$ cat config.mk
export PLATFORM = sky130hd
export DESIGN_NAME = detector_scheduler
export DESIGN_NICKNAME = d
export VERILOG_FILES = /design/src/rtl/detector_scheduler_pkg.sv /design/src/rtl/rr_arbiter.sv /design/src/rtl/detector_scheduler.sv
export SDC_FILE = /design/constraint.sdc
export NUM_CORES = 1
export LEC_CHECK = 0
export CAP_MARGIN = 10
export CORE_ASPECT_RATIO = 0.7
export CORE_MARGIN = 5
export CORE_UTILIZATION = 49
export DETAILED_ROUTE_END_ITERATION = 8
export PLACE_DENSITY = 0.79
export SETUP_SLACK_MARGIN = 0.15
export SYNTH_ARGS = -nofsm -noshare
export SYNTH_HDL_FRONTEND = slang
export SYNTH_SLANG_ARGS = --single-unit
export TNS_END_PERCENT = 100
$ cat constraint.sdc
create_clock -name clk -period 1.5 [get_ports clk]
set_input_delay 0.3 -clock clk [delete_from_list [all_inputs] [get_ports clk]]
set_output_delay 0.3 -clock clk [all_outputs]
set_load 0.01 [all_outputs]
$ cat src/rtl/detector_scheduler_pkg.sv
// Shared definitions for the detector scheduler: FSM state encoding.
package detector_scheduler_pkg;

  typedef logic [2:0] state_t;

  localparam state_t S_IDLE  = 3'd0;
  localparam state_t S_CLR   = 3'd1;
  localparam state_t S_SHIFT = 3'd2;
  localparam state_t S_DRAIN = 3'd3;
  localparam state_t S_DONE  = 3'd4;

endpackage

$ cat src/rtl/rr_arbiter.sv
// Combinational round-robin pick: first requesting index at or after ptr,
// wrapping around. Produces a one-hot grant, its index and an any-request flag.
module rr_arbiter #(
  parameter int N  = 2,
  parameter int IW = (N > 1) ? $clog2(N) : 1
) (
  input  logic [N-1:0]  req,
  input  logic [IW-1:0] ptr,
  output logic [N-1:0]  gnt_next,
  output logic [IW-1:0] idx,
  output logic          any
);

  // Scan N positions starting at ptr; the first hit wins.
  always_comb begin : pick
    int p;
    gnt_next = '0;
    idx      = '0;
    any      = 1'b0;
    p        = 0;
    for (int k = 0; k < N; k++) begin
      p = int'(ptr) + k;
      if (p >= N) p = p - N;
      if (!any && req[p]) begin
        any         = 1'b1;
        gnt_next[p] = 1'b1;
        idx         = p[IW-1:0];
      end
    end
  end

endmodule

$ cat src/rtl/detector_scheduler.sv
// Shares one bit-serial sequence detector between N_REQ requesters.
// A granted word is shifted MSB-first into the detector after a one-cycle
// detector clear; det_F samples aligned to the shifted bits are counted and
// the count is returned tagged with the requester index.
//
// Handshake: req[i] is a level held with data[i] until gnt[i] pulses for one
// cycle; gnt[i] means the word was captured. req is sampled only while idle.
// done is a one-cycle pulse; done_id/match_cnt are valid with it and hold
// until the next done. There is no backpressure on done.
module detector_scheduler
  import detector_scheduler_pkg::*;
#(
  parameter int  N_REQ   = 2,
  parameter int  W       = 8,
  parameter int  DET_LAT = 1,
  localparam int IDW     = $clog2(N_REQ),
  localparam int CW      = $clog2(W + 1)
) (
  input  logic               clk,
  input  logic               rst,
  input  logic [N_REQ-1:0]   req,
  input  logic [N_REQ*W-1:0] data,
  output logic [N_REQ-1:0]   gnt,
  output logic               busy,
  output logic               det_rst,
  output logic               det_x,
  input  logic               det_F,
  output logic               done,
  output logic [IDW-1:0]     done_id,
  output logic [CW-1:0]      match_cnt,
  output state_t             state_dbg
);

  localparam int BW = (W > 1) ? $clog2(W) : 1;
  localparam int LW = (DET_LAT > 1) ? $clog2(DET_LAT) : 1;

  state_t             state_q, state_d;
  logic [IDW-1:0]     ptr_q, cur_id_q, arb_idx;
  logic [N_REQ-1:0]   arb_gnt;
  logic               arb_any;
  logic [W-1:0]       word_q;
  logic [BW-1:0]      bit_q;
  logic [LW-1:0]      lat_q;
  logic               vld_x_q;
  logic [DET_LAT-1:0] vld_pipe_q;
  logic [CW-1:0]      cnt_q, cnt_inc;
  logic               hit;
  logic [N_REQ-1:0]   gnt_d;
  logic               busy_d, det_rst_d, det_x_d, done_d;

  rr_arbiter #(.N(N_REQ), .IW(IDW)) u_arb (
    .req      (req),
    .ptr      (ptr_q),
    .gnt_next (arb_gnt),
    .idx      (arb_idx),
    .any      (arb_any)
  );

  // A det_F sample counts only when the delayed valid says it belongs to a shifted bit.
  assign hit       = vld_pipe_q[DET_LAT-1] & det_F;
  assign cnt_inc   = cnt_q + CW'(hit);
  assign state_dbg = state_q;

  // State register.
  always_ff @(posedge clk or negedge rst) begin
    if (!rst) state_q <= S_IDLE;
    else      state_q <= state_d;
  end

  // Next-state logic.
  always_comb begin
    state_d = state_q;
    case (state_q)
      S_IDLE:  if (arb_any) state_d = S_CLR;
      S_CLR:   state_d = S_SHIFT;
      S_SHIFT: if (bit_q == BW'(W - 1)) state_d = S_DRAIN;
      S_DRAIN: if (lat_q == LW'(DET_LAT - 1)) state_d = S_DONE;
      S_DONE:  state_d = S_IDLE;
      default: state_d = S_IDLE;
    endcase
  end

  // Output decode; values land in the output registers one cycle later.
  always_comb begin
    gnt_d     = (state_q == S_IDLE) ? arb_gnt : '0;
    busy_d    = (state_q != S_IDLE);
    det_rst_d = (state_q == S_CLR);
    det_x_d   = (state_q == S_SHIFT) ? word_q[W-1] : 1'b0;
    done_d    = (state_q == S_DONE);
  end

  // Output registers; reset holds the detector in reset.
  always_ff @(posedge clk or negedge rst) begin
    if (!rst) begin
      gnt     <= '0;
      busy    <= 1'b0;
      det_rst <= 1'b1;
      det_x   <= 1'b0;
      done    <= 1'b0;
    end else begin
      gnt     <= gnt_d;
      busy    <= busy_d;
      det_rst <= det_rst_d;
      det_x   <= det_x_d;
      done    <= done_d;
    end
  end

  // Datapath: capture, shift, bit/drain counters, valid pipeline, match counter.
  always_ff @(posedge clk or negedge rst) begin
    if (!rst) begin
      ptr_q      <= '0;
      cur_id_q   <= '0;
      word_q     <= '0;
      bit_q      <= '0;
      lat_q      <= '0;
      vld_x_q    <= 1'b0;
      vld_pipe_q <= '0;
      cnt_q      <= '0;
      done_id    <= '0;
      match_cnt  <= '0;
    end else begin
      vld_x_q       <= (state_q == S_SHIFT);
      vld_pipe_q[0] <= vld_x_q;
      for (int i = 1; i < DET_LAT; i++) vld_pipe_q[i] <= vld_pipe_q[i-1];
      if (state_q == S_CLR) cnt_q <= '0;
      else                  cnt_q <= cnt_inc;
      case (state_q)
        S_IDLE: begin
          if (arb_any) begin
            word_q   <= data[arb_idx*W +: W];
            cur_id_q <= arb_idx;
            ptr_q    <= (arb_idx == IDW'(N_REQ - 1)) ? '0 : arb_idx + IDW'(1);
          end
        end
        S_CLR: begin
          bit_q <= '0;
          lat_q <= '0;
        end
        S_SHIFT: begin
          word_q <= word_q << 1;
          bit_q  <= bit_q + BW'(1);
        end
        S_DRAIN: lat_q <= lat_q + LW'(1);
        S_DONE: begin
          match_cnt <= cnt_inc;
          done_id   <= cur_id_q;
        end
        default: ;
      endcase
    end
  end

endmodule
==> flow_summary.json <==
{
  "critPathLaunchType": "register",
  "min-delay-path-class": "register to register",
  "setup_viol": 0,
  "p_int_mw": 3.25,
  "grt_pass1_vias": 1277,
  "maxCapViolCount": 0,
  "clock_sinks": 34,
  "swShare_pct": 38.2,
  "hpwl_mm": 2.28,
  "die_area_sq_mm": 0.00430,
  "viasPerCell": 5.79,
  "post-route-util_pct": 82.1,
  "synthCells": 128,
  "n_antenna_cell": 0,
  "wl_per_cell_um": 19.8,
  "gp_congestion": 0.726,
  "ir_drop_uv": 1160,
  "htreeDepth": 2,
  "vias": 1298,
  "cts_made_buffers": 5,
  "finalClockSkew_ns": 0.0135,
  "cts_tree": "yes",
  "async_reset_ff_share_pct": 100,
  "sequentialPowerShare_pct": 30.5,
  "fillers": 156,
  "crit_path_max_fanout": 8,
  "crit_type": "register to register",
  "synth_area_sq_mm": 0.00151,
  "endpoint_kind": "register",
  "antenna_found_initial": 0,
  "initial_core_util_pct": 52.6,
  "drc": 0,
  "stdcell_area_sq_mm": 0.00235,
  "clock_latency_ns": 0.30,
  "drive_above_1_share_pct": 39.9,
  "yosys.area_share.adder_pct": 3.33,
  "std_cell_rows": 16,
  "yosysTopAreaCell": "dfrtp_1",
  "synthesis.nets": 153,
  "wl_mm": 4.44,
  "final_cells": 224,
  "drt-initial-drc-count": 96,
  "grt_pass1_wl_mm": 6.82,
  "power.density_mw_per_mm2": 2240,
  "status": "finished clean",
  "hold_ws_ns": 0.351,
  "synth_xor_area_share_pct": 1.16,
  "layout_commonest_cell": "dfrtp_1",
  "ys_seq_area_share_pct": 56.6,
  "synth_top_family_by_area": "compound AO/OA/AOI/OAI gates",
  "worst_pin_slew_ns": 0.277,
  "coreArea_sq_mm": 0.00286,
  "nets": 212,
  "finalCriticalPeriod_ns": 1.48,
  "cp_data_required_time_ns": 1.69,
  "fp.dieW_um": 76.2,
  "dp_cells": 201,
  "yosys-top-cells-area": "dfrtp_1 55%, nor2b_1 4.2%, o31ai_2 4.2%",
  "synthMuxAreaShare_pct": 3.66,
  "drtPass1Iterations": 4,
  "antenna_left": 0,
  "gr-total-overflow": 0,
  "p_total_mw": 5.27,
  "cts_root_buffer": "clkbuf_8",
  "cts.clk_slew.worst_paths_ns": 0.06,
  "ys.flop_type": "dfrtp_1",
  "portBuffers": 34,
  "finalHoldViolCount": 0,
  "grt_max_degree": 35,
  "track_usage_pct": 20.6,
  "dieHeight_um": 56.4,
  "p_comb_share_pct": 56.0,
  "p_sw_mw": 2.01,
  "min_period_over_period_pct": 99.0,
  "syn_to_final_growth_pct": 56.2,
  "yosysTopAreaCellShare_pct": 54.9,
  "avgSynthCellArea_sq_um": 11.8,
  "ctsLongestPathBuffers": 2,
  "synth_warnings": 0,
  "worst_ep_arrival_time_ns": 1.68,
  "relSlewSlack_pct": 81.0,
  "synthSimpleGateAreaFrac_pct": 15.0,
  "hold_buffers": 0,
  "final_max_slew_viol_count": 0,
  "ioPinCount": 35,
  "pwr-share-clk_pct": 13.5,
  "ys_ff_latch": 34,
  "p_leak_nw": 1.07,
  "dpl_cell_area_sq_mm": 0.00193,
  "fmaxAchievable_mhz": 674,
  "synth_edf_count": 0,
  "rsz0062_at_grt": "true",
  "synth-compound-area-share_pct": 16.4,
  "synthDistinctLibCells": 30,
  "layout_common_cells": "30 x dfrtp_1, 17 x clkdlybuf4s50_1, 16 x buf_4"
}
==> per-layer routing <==
metal / up-vias / part of all wire (%) / track usage, %
met5: - / 0 / 0
met4: 0 / 3.8 / 8.48
met3: 17 / 6.7 / 5.91
met2: 55 / 49 / 33.3
met1: 655 / 40 / 25.9
li1: 571 / - / -
==> sequential cells by signal, indices dropped and copies added, names as in the netlist, 2 cells and up <==
| name | count |
|---|---|
| bit_q | 3 |
| state_dbg | 3 |
| match_cnt | 4 |
| gnt | 2 |
| word_q | 8 |
| cnt_q | 4 |
==> synth_stat cells (all sizes together) (2+ instances only) <==
library cell  count
a21o              2
a21oi            11
a22o              2
a31o              7
a31oi             2
and2              3
buf               5
clkbuf            2
dfrtp            33
ha                4
mux2              4
nand2            10
nand2b            2
nor2              9
nor2b            10
nor3              4
nor3b             2
o31ai             8
==> layout make-up <==
type                       count  area (sq um)  area share (%)
clock buffer                   7          86.3            3.67
sequential                    34           856            36.4
inverter                       1          3.75           0.160
clock inverter                 1          5.00           0.213
tap                           36          45.0            1.92
timing repair buffer          59           543            23.1
multi-input combinational     86           812            34.5
==> metrics by stage <==
stage,setup TNS [ns],setup slack [ns]
3_3_place_gp,-2.46,-0.221
4_1_cts,0,0.0470
5_1_grt,0,0.00269
3_5_place_dp,-2.84,-0.279
2_1_floorplan,0,0.127
6_report,0,0.0155
==> critical path, stage by stage (launching register included) <==
cell	delay, ns
dfrtp_2	0.41
buf_6	0.14
or3_4	0.40
buf_12	0.17
o31ai_4	0.26
==> power by group through the flow <==
stage	Clock [mW]	Combinational, mW	Sequential, mW
2_1_floorplan	0	1.21	1.62
3_3_place_gp	0	1.77	1.58
3_5_place_dp	0	1.85	1.60
4_1_cts	0.700	2.53	1.56
5_1_grt	0.762	3.14	1.65
6_report	0.711	2.95	1.61
==> logic make-up after synthesis <==
group,Yosys count
buf+inv,8
simple gates,43
mux,5
flops,34
fa+ha+maj,4
compound gates,32
xor+xnor,2
==> what timing repair did <==
action | in CTS | in global routing
hold endpoints to repair | 0 | 0
gates resized for setup | 52 | 23
pin swaps | 9 | 12
gates cloned | 2 | 0
setup buffers | 10 | 3
endpoints found under the setup margin | 27 | 25
==> worst paths after layout <==
path | slack, ns | startpoint | end | depth (start not counted)
min in group asynchronous | 0.38 | rst | word_q[5] | 2
min | 0.35 | vld_x_q | vld_pipe_q | 0
max reg2reg | 0.02 | state_dbg[2] | word_q[1] | 4
min reg2reg | 0.35 | vld_x_q | vld_pipe_q | 0
max | 0.02 | state_dbg[2] | word_q[1] | 4
max in group asynchronous | 0.88 | rst | det_rst | 2
No activity file was read; power rests on OpenSTA's default activity.
==> RTL change 1 (same flow settings) <==
Set the parameter `N_REQ` to 4 (it was 2).
--- a/src/rtl/detector_scheduler.sv
+++ b/src/rtl/detector_scheduler.sv
@@ -10,7 +10,7 @@
 module detector_scheduler
   import detector_scheduler_pkg::*;
 #(
-  parameter int  N_REQ   = 2,
+  parameter int  N_REQ   = 4,
   parameter int  W       = 8,
   parameter int  DET_LAT = 1,
   localparam int IDW     = $clog2(N_REQ),
Ports: changed (resized data, done_id, gnt and req); port bits go from 35 to 56. No check against the original RTL was run, so the function may have changed too.
==> RTL change 1 against the original RTL <==
  * The flow now finishes with violations (negative setup slack)
  * Final area rose by 45%
  * Non-clock buffer count increased by 43
  * Total power up 51%
  * Area after synthesis increased by 39%
  * Synthesized cell count up 43%
  * Sequential cell count increased by 5
  * Worst setup slack worse by 0.88 ns
  * Routed wire length rose by 45%
  * Clock power grew 48%
  * Critical path depth is 4 higher
  * Critical path type unchanged
  * Highest routed layer unchanged
==> RTL change 1: results (changes against the original RTL) <==
metric;value;unit;change
globalplace.congestion;0.772;;+6.4%
synth_area_leaders;dfrtp_1 (46%), mux2i_1 (8.2%), ha_1 (5.4%);;
synth-adder-area-share;0.0540;;+0.0207
synthesis.nets;231;;+51%
layout.nets;332;;+57%
synth_xor_area_frac;0.0126;;+0.000960
synth_cell_types;38;;+27%
synth_seq_area_share;0.469;;-0.0976
ctsHoldBuffers;1;;+1
wl_per_cell;19.1;µm;-3.7%
synthArstFlopShare;1.00;;unchanged
wl_met3;372;µm;+24%
h-tree-depth;2;;unchanged
ir_drop;1290;µV;+11%
wl_met2;3270;µm;+50%
largest_reg_flops;8;;unchanged
slew_headroom;0.619;;-0.191
worstHoldPathType;reg -> reg;;
p_leak;1.53;nW;+43%
grt_pass1_wl;9730;µm;+43%
muxShareOfSynthArea;0.163;;+0.126
met1_usage;0.266;;+0.00719
wl;6430;µm;+45%
finalHoldViolCount;0;;unchanged
grtUsageMet3;0.0582;;-0.000878
status;finished with violations;;
drive_gt1_frac;0.372;;-0.0270
setup_ws;-0.863;ns;-0.879 ns
grt_pass1_vias;2077;;+63%
fin_skew;0.00630;ns;-0.00724 ns
cts.clk_slew.worst_paths;0.08;ns;+0.02 ns
dr.first_iter.drc_count;103;;+7.3%
use_met2;0.371;;+0.0383
post-place-cells;320;;+59%
cts_resized;61;;+17%
antenna_found_initial;0;;unchanged
fillers;215;;+38%
hpwlAfterDp;3830;µm;+68%
syn_area_per_cell;11.4;µm²;-3.1%
grt_usage;0.220;;+0.0144
synth-compound-area-share;0.170;;+0.00661
grt_max_degree;25;;-29%
period_minus_slack;2.36;ns;+0.879 ns
clockRootBuffer;clkbuf_8;;
drt-met1-wl;2560;µm;+43%
num_antenna_cells;0;;unchanged
io_buffers;55;;+62%
top_register;word_q;;
clock_path_buffers;2;;unchanged
vias;1935;;+49%
cts_buffers;5;;unchanged
synthTopCellsByCount;dfrtp_1 (38), nor2_1 (25), mux2i_1 (17), a22oi_1 (11), ha_1 (9);;
cts_setup_buffers;4;;-6
drtPass1Iterations;4;;unchanged
dpl_cell_area;3020;µm²;+57%
finalSetupViolCount;17;;+17
violations;negative setup slack;;
crit_fanout;4;;-4
clk_latency;0.30;ns;about the same
-- RTL change 1: final cells by class --
type	instances	area, µm²	area share
Clock buffer	5	68.8	0.0202
Clock inverter	3	67.6	0.0199
Inverter	4	17.5	0.00515
Multi-Input combinational cell	132	1260	0.372
Sequential cell	39	978	0.288
Tap cell	52	65.1	0.0191
Timing Repair Buffer	102	940	0.276
-- RTL change 1: through the flow --
step                 util  setup WS [ns]  hold WS (ns)  setup TNS, ns  power [W]
finish              0.847         -0.863         0.350         -11.96    0.00796
CTS                 0.826         -0.850         0.353         -11.25    0.00750
floorplan               -          -1.28       0.00441         -15.56    0.00449
detailed placement  0.751          -1.10         0.242         -16.78    0.00595
global placement    0.751          -1.07         0.241         -16.11    0.00585
global route        0.847         -0.963         0.356         -13.67    0.00847
-- RTL change 1: critical path, cell delays in order (launching register included) --
cell,delay (ns)
dfrtp_2,0.41
inv_4,0.05
ha_4,0.27
mux4_2,0.55
nor2b_4,0.14
or2_4,0.13
a22o_4,0.20
mux4_2,0.33
a22o_1,0.19
-- RTL change 1: power breakdown --
part,switching [W],total [W],internal (W)
combinational,0.00239,0.00510,0.00271
sequential,0.000280,0.00181,0.00153
clock,0.000384,0.00105,0.000663
total,0.00306,0.00796,0.00490
-- RTL change 1: path summary, 6_finish.rpt --
path                               start    endpoint  slack (ns)  cells past startpoint
worst max-delay path            ptr_q[0]   word_q[0]       -0.86                      8
worst min-delay path             vld_x_q  vld_pipe_q        0.35                      0
worst max register to register  ptr_q[0]   word_q[0]       -0.86                      8
worst min register to register   vld_x_q  vld_pipe_q        0.35                      0
max in group asynchronous            rst    ptr_q[0]        0.57                      3
min in group asynchronous            rst   word_q[5]        0.47                      2
==> RTL change 2 (config.mk and constraints unchanged) <==
Made on the original files. Reset style: synchronous (`rst`), changed in 3 clocked blocks.
--- a/src/rtl/detector_scheduler.sv
+++ b/src/rtl/detector_scheduler.sv
@@ -62,7 +62,7 @@
   assign state_dbg = state_q;
 
   // State register.
-  always_ff @(posedge clk or negedge rst) begin
+  always_ff @(posedge clk) begin
     if (!rst) state_q <= S_IDLE;
     else      state_q <= state_d;
   end
@@ -90,7 +90,7 @@
   end
 
   // Output registers; reset holds the detector in reset.
-  always_ff @(posedge clk or negedge rst) begin
+  always_ff @(posedge clk) begin
     if (!rst) begin
       gnt     <= '0;
       busy    <= 1'b0;
@@ -107,7 +107,7 @@
   end
 
   // Datapath: capture, shift, bit/drain counters, valid pipeline, match counter.
-  always_ff @(posedge clk or negedge rst) begin
+  always_ff @(posedge clk) begin
     if (!rst) begin
       ptr_q      <= '0;
       cur_id_q   <= '0;
Behaviour: differs if rst is asserted again (counterexample within 4 cycles, from zero or initial values and one cycle with rst low); with rst held inactive, the same outputs for 10 cycles.
==> RTL change 2 against the original RTL <==
  * Worst setup slack improved by 0.15 ns
  * First-iteration DRC count increased by 17%
  * Synthesized cell count grew 31%
  * Sequential cell count is the same
  * Clock skew fell by 0.0074 ns
  * Non-clock buffer count is 7 lower
  * Area after synthesis is 2.7% lower
  * Final area fell by 11%
  * Worst hold slack better by 0.055 ns
  * Routed wire length fell by 10%
  * Count of clock-buffer cells in the layout fell by 2
  * Core utilization decreased by 8.3 points
  * Critical path type is now in -> reg
Power is not compared: it rests on default switching activity, and its combinational part moved more than twofold at a synthesized area within 25%.
==> RTL change 2: results (changes against the original RTL) <==
metric;value;unit;change
arrival;1.50;ns;-0.18 ns
wl_per_cell;15.8;µm;-20%
drtPass1Iterations;5;;+1
slew_headroom;0.792;;-0.0181
cts.clk_slew.worst_paths;0.06;ns;about the same
p_leak;0.877;nW;
max_stage_delay;0.48;ns;+0.07 ns
syn_area_per_cell;8.72;µm²;-26%
vias;1382;;+6.5%
synth_area_leaders;dfxtp_1 (46%), nor2_1 (5.1%), a211oi_1 (4.6%);;
yosysWarningCount;0;;unchanged
synthArstFlopShare;0;;-1.00
synth_seq_area_share;0.465;;-0.102
post-place-cells;246;;+22%
synth_cell_types;30;;unchanged
globalplace.congestion;0.888;;+22%
cts_buffers;5;;unchanged
largestRegisters;word_q (8), cnt_q (4), match_cnt (4);;
hpwlAfterDp;2830;µm;+24%
dr.first_iter.drc_count;112;;+17%
grt_pass1_wl;6310;µm;-7.5%
grt_max_degree;12;;-66%
cts_setup_buffers;0;;-10
grt_usage;0.196;;-0.00991
fin_skew;0.00610;ns;-0.00744 ns
grt_pass1_vias;1326;;+3.8%
ir_drop;515;µV;
clockRootBuffer;clkbuf_8;;
synthesis.nets;193;;+26%
status;complete, no violations;;
crit_fanout;8;;unchanged
maxCapViolations;0;;unchanged
layout.nets;242;;+14%
cp_slowest_cell;clkdlybuf4s50_1;;
clk_latency;0.28;ns;-0.02 ns
path_delay_family;buffers and inverters;;
dpl_cell_area;1910;µm²;-0.71%
drive_gt1_frac;0.203;;-0.196
dp_slack;-0.409;ns;-0.130 ns
core_area;2820;µm²;-1.4%
clock_path_buffers;2;;unchanged
antenna_found_initial;0;;unchanged
viasPerCell;5.46;;-5.7%
worstHoldPathType;in -> reg;;
synthTopCellsByCount;dfxtp_1 (34), nor2_1 (20), a21oi_1 (12), nand2_1 (12), o21ai_0 (10);;
h-tree-depth;2;;unchanged
num_antenna_cells;0;;unchanged
synth_ff_type;dfxtp_1;;
io_buffers;34;;unchanged
==> RTL change 2: cell types whose count changed in the layout (fill, tap and decap cells not counted), moves of 10 or more <==
| cell | unedited run | this run |
|---|---|---|
| dfrtp_1 | 30 | 0 |
| dfxtp_1 | 0 | 33 |
| nor2_1 | 6 | 20 |
| o21ai_0 | 0 | 10 |
==> RTL change 2: layout make-up <==
| class | instances | area, µm² |
|---|---|---|
| clock buffers | 5 | 68.8 |
| clock inverters | 2 | 10.0 |
| fillers | 202 | 738 |
| inverters | 7 | 26.3 |
| well taps | 36 | 45.0 |
| flip-flops and latches | 34 | 682 |
| repair buffers | 52 | 463 |
| multi-input cells | 117 | 790 |
==> RTL change 2: cells by family after synthesis <==
kind of cell	after synthesis	synth area share
simple gates	58	0.191
compound gates	48	0.196
flops	34	0.465
buf+inv	17	0.0675
mux	5	0.0342
fa+ha+maj	4	0.0342
xor+xnor	2	0.0120
==> RTL change 2: where the power goes <==
group	total (W)	switching, W	internal, W
logic	0.000521	0.000272	0.000249
clock network	0.000618	0.000307	0.000311
registers	0.00103	0.0000510	0.000984
==> RTL change 2: worst paths after layout <==
kind,from,slack (ns),cells after the start,endpoint
max,req[1],0.16,6,word_q[0]
min,rst,0.41,3,ptr_q
max reg2reg,state_dbg[0],0.17,3,word_q[5]
min reg2reg,vld_x_q,0.44,1,vld_pipe_q
==> RTL change 2: metal layers <==
| metal | share of wire | track usage |
|---|---|---|
| met1 | 0.44 | 0.268 |
| met2 | 0.46 | 0.287 |
| met3 | 0.073 | 0.0740 |
| met4 | 0.024 | 0.0499 |
| met5 | 0 | 0 |
==> RTL change 2: repair_timing <==
action | in CTS | in global routing
resized for setup | 20 | 19
endpoints found under the setup margin | 26 | 23
pin swaps | 1 | 3
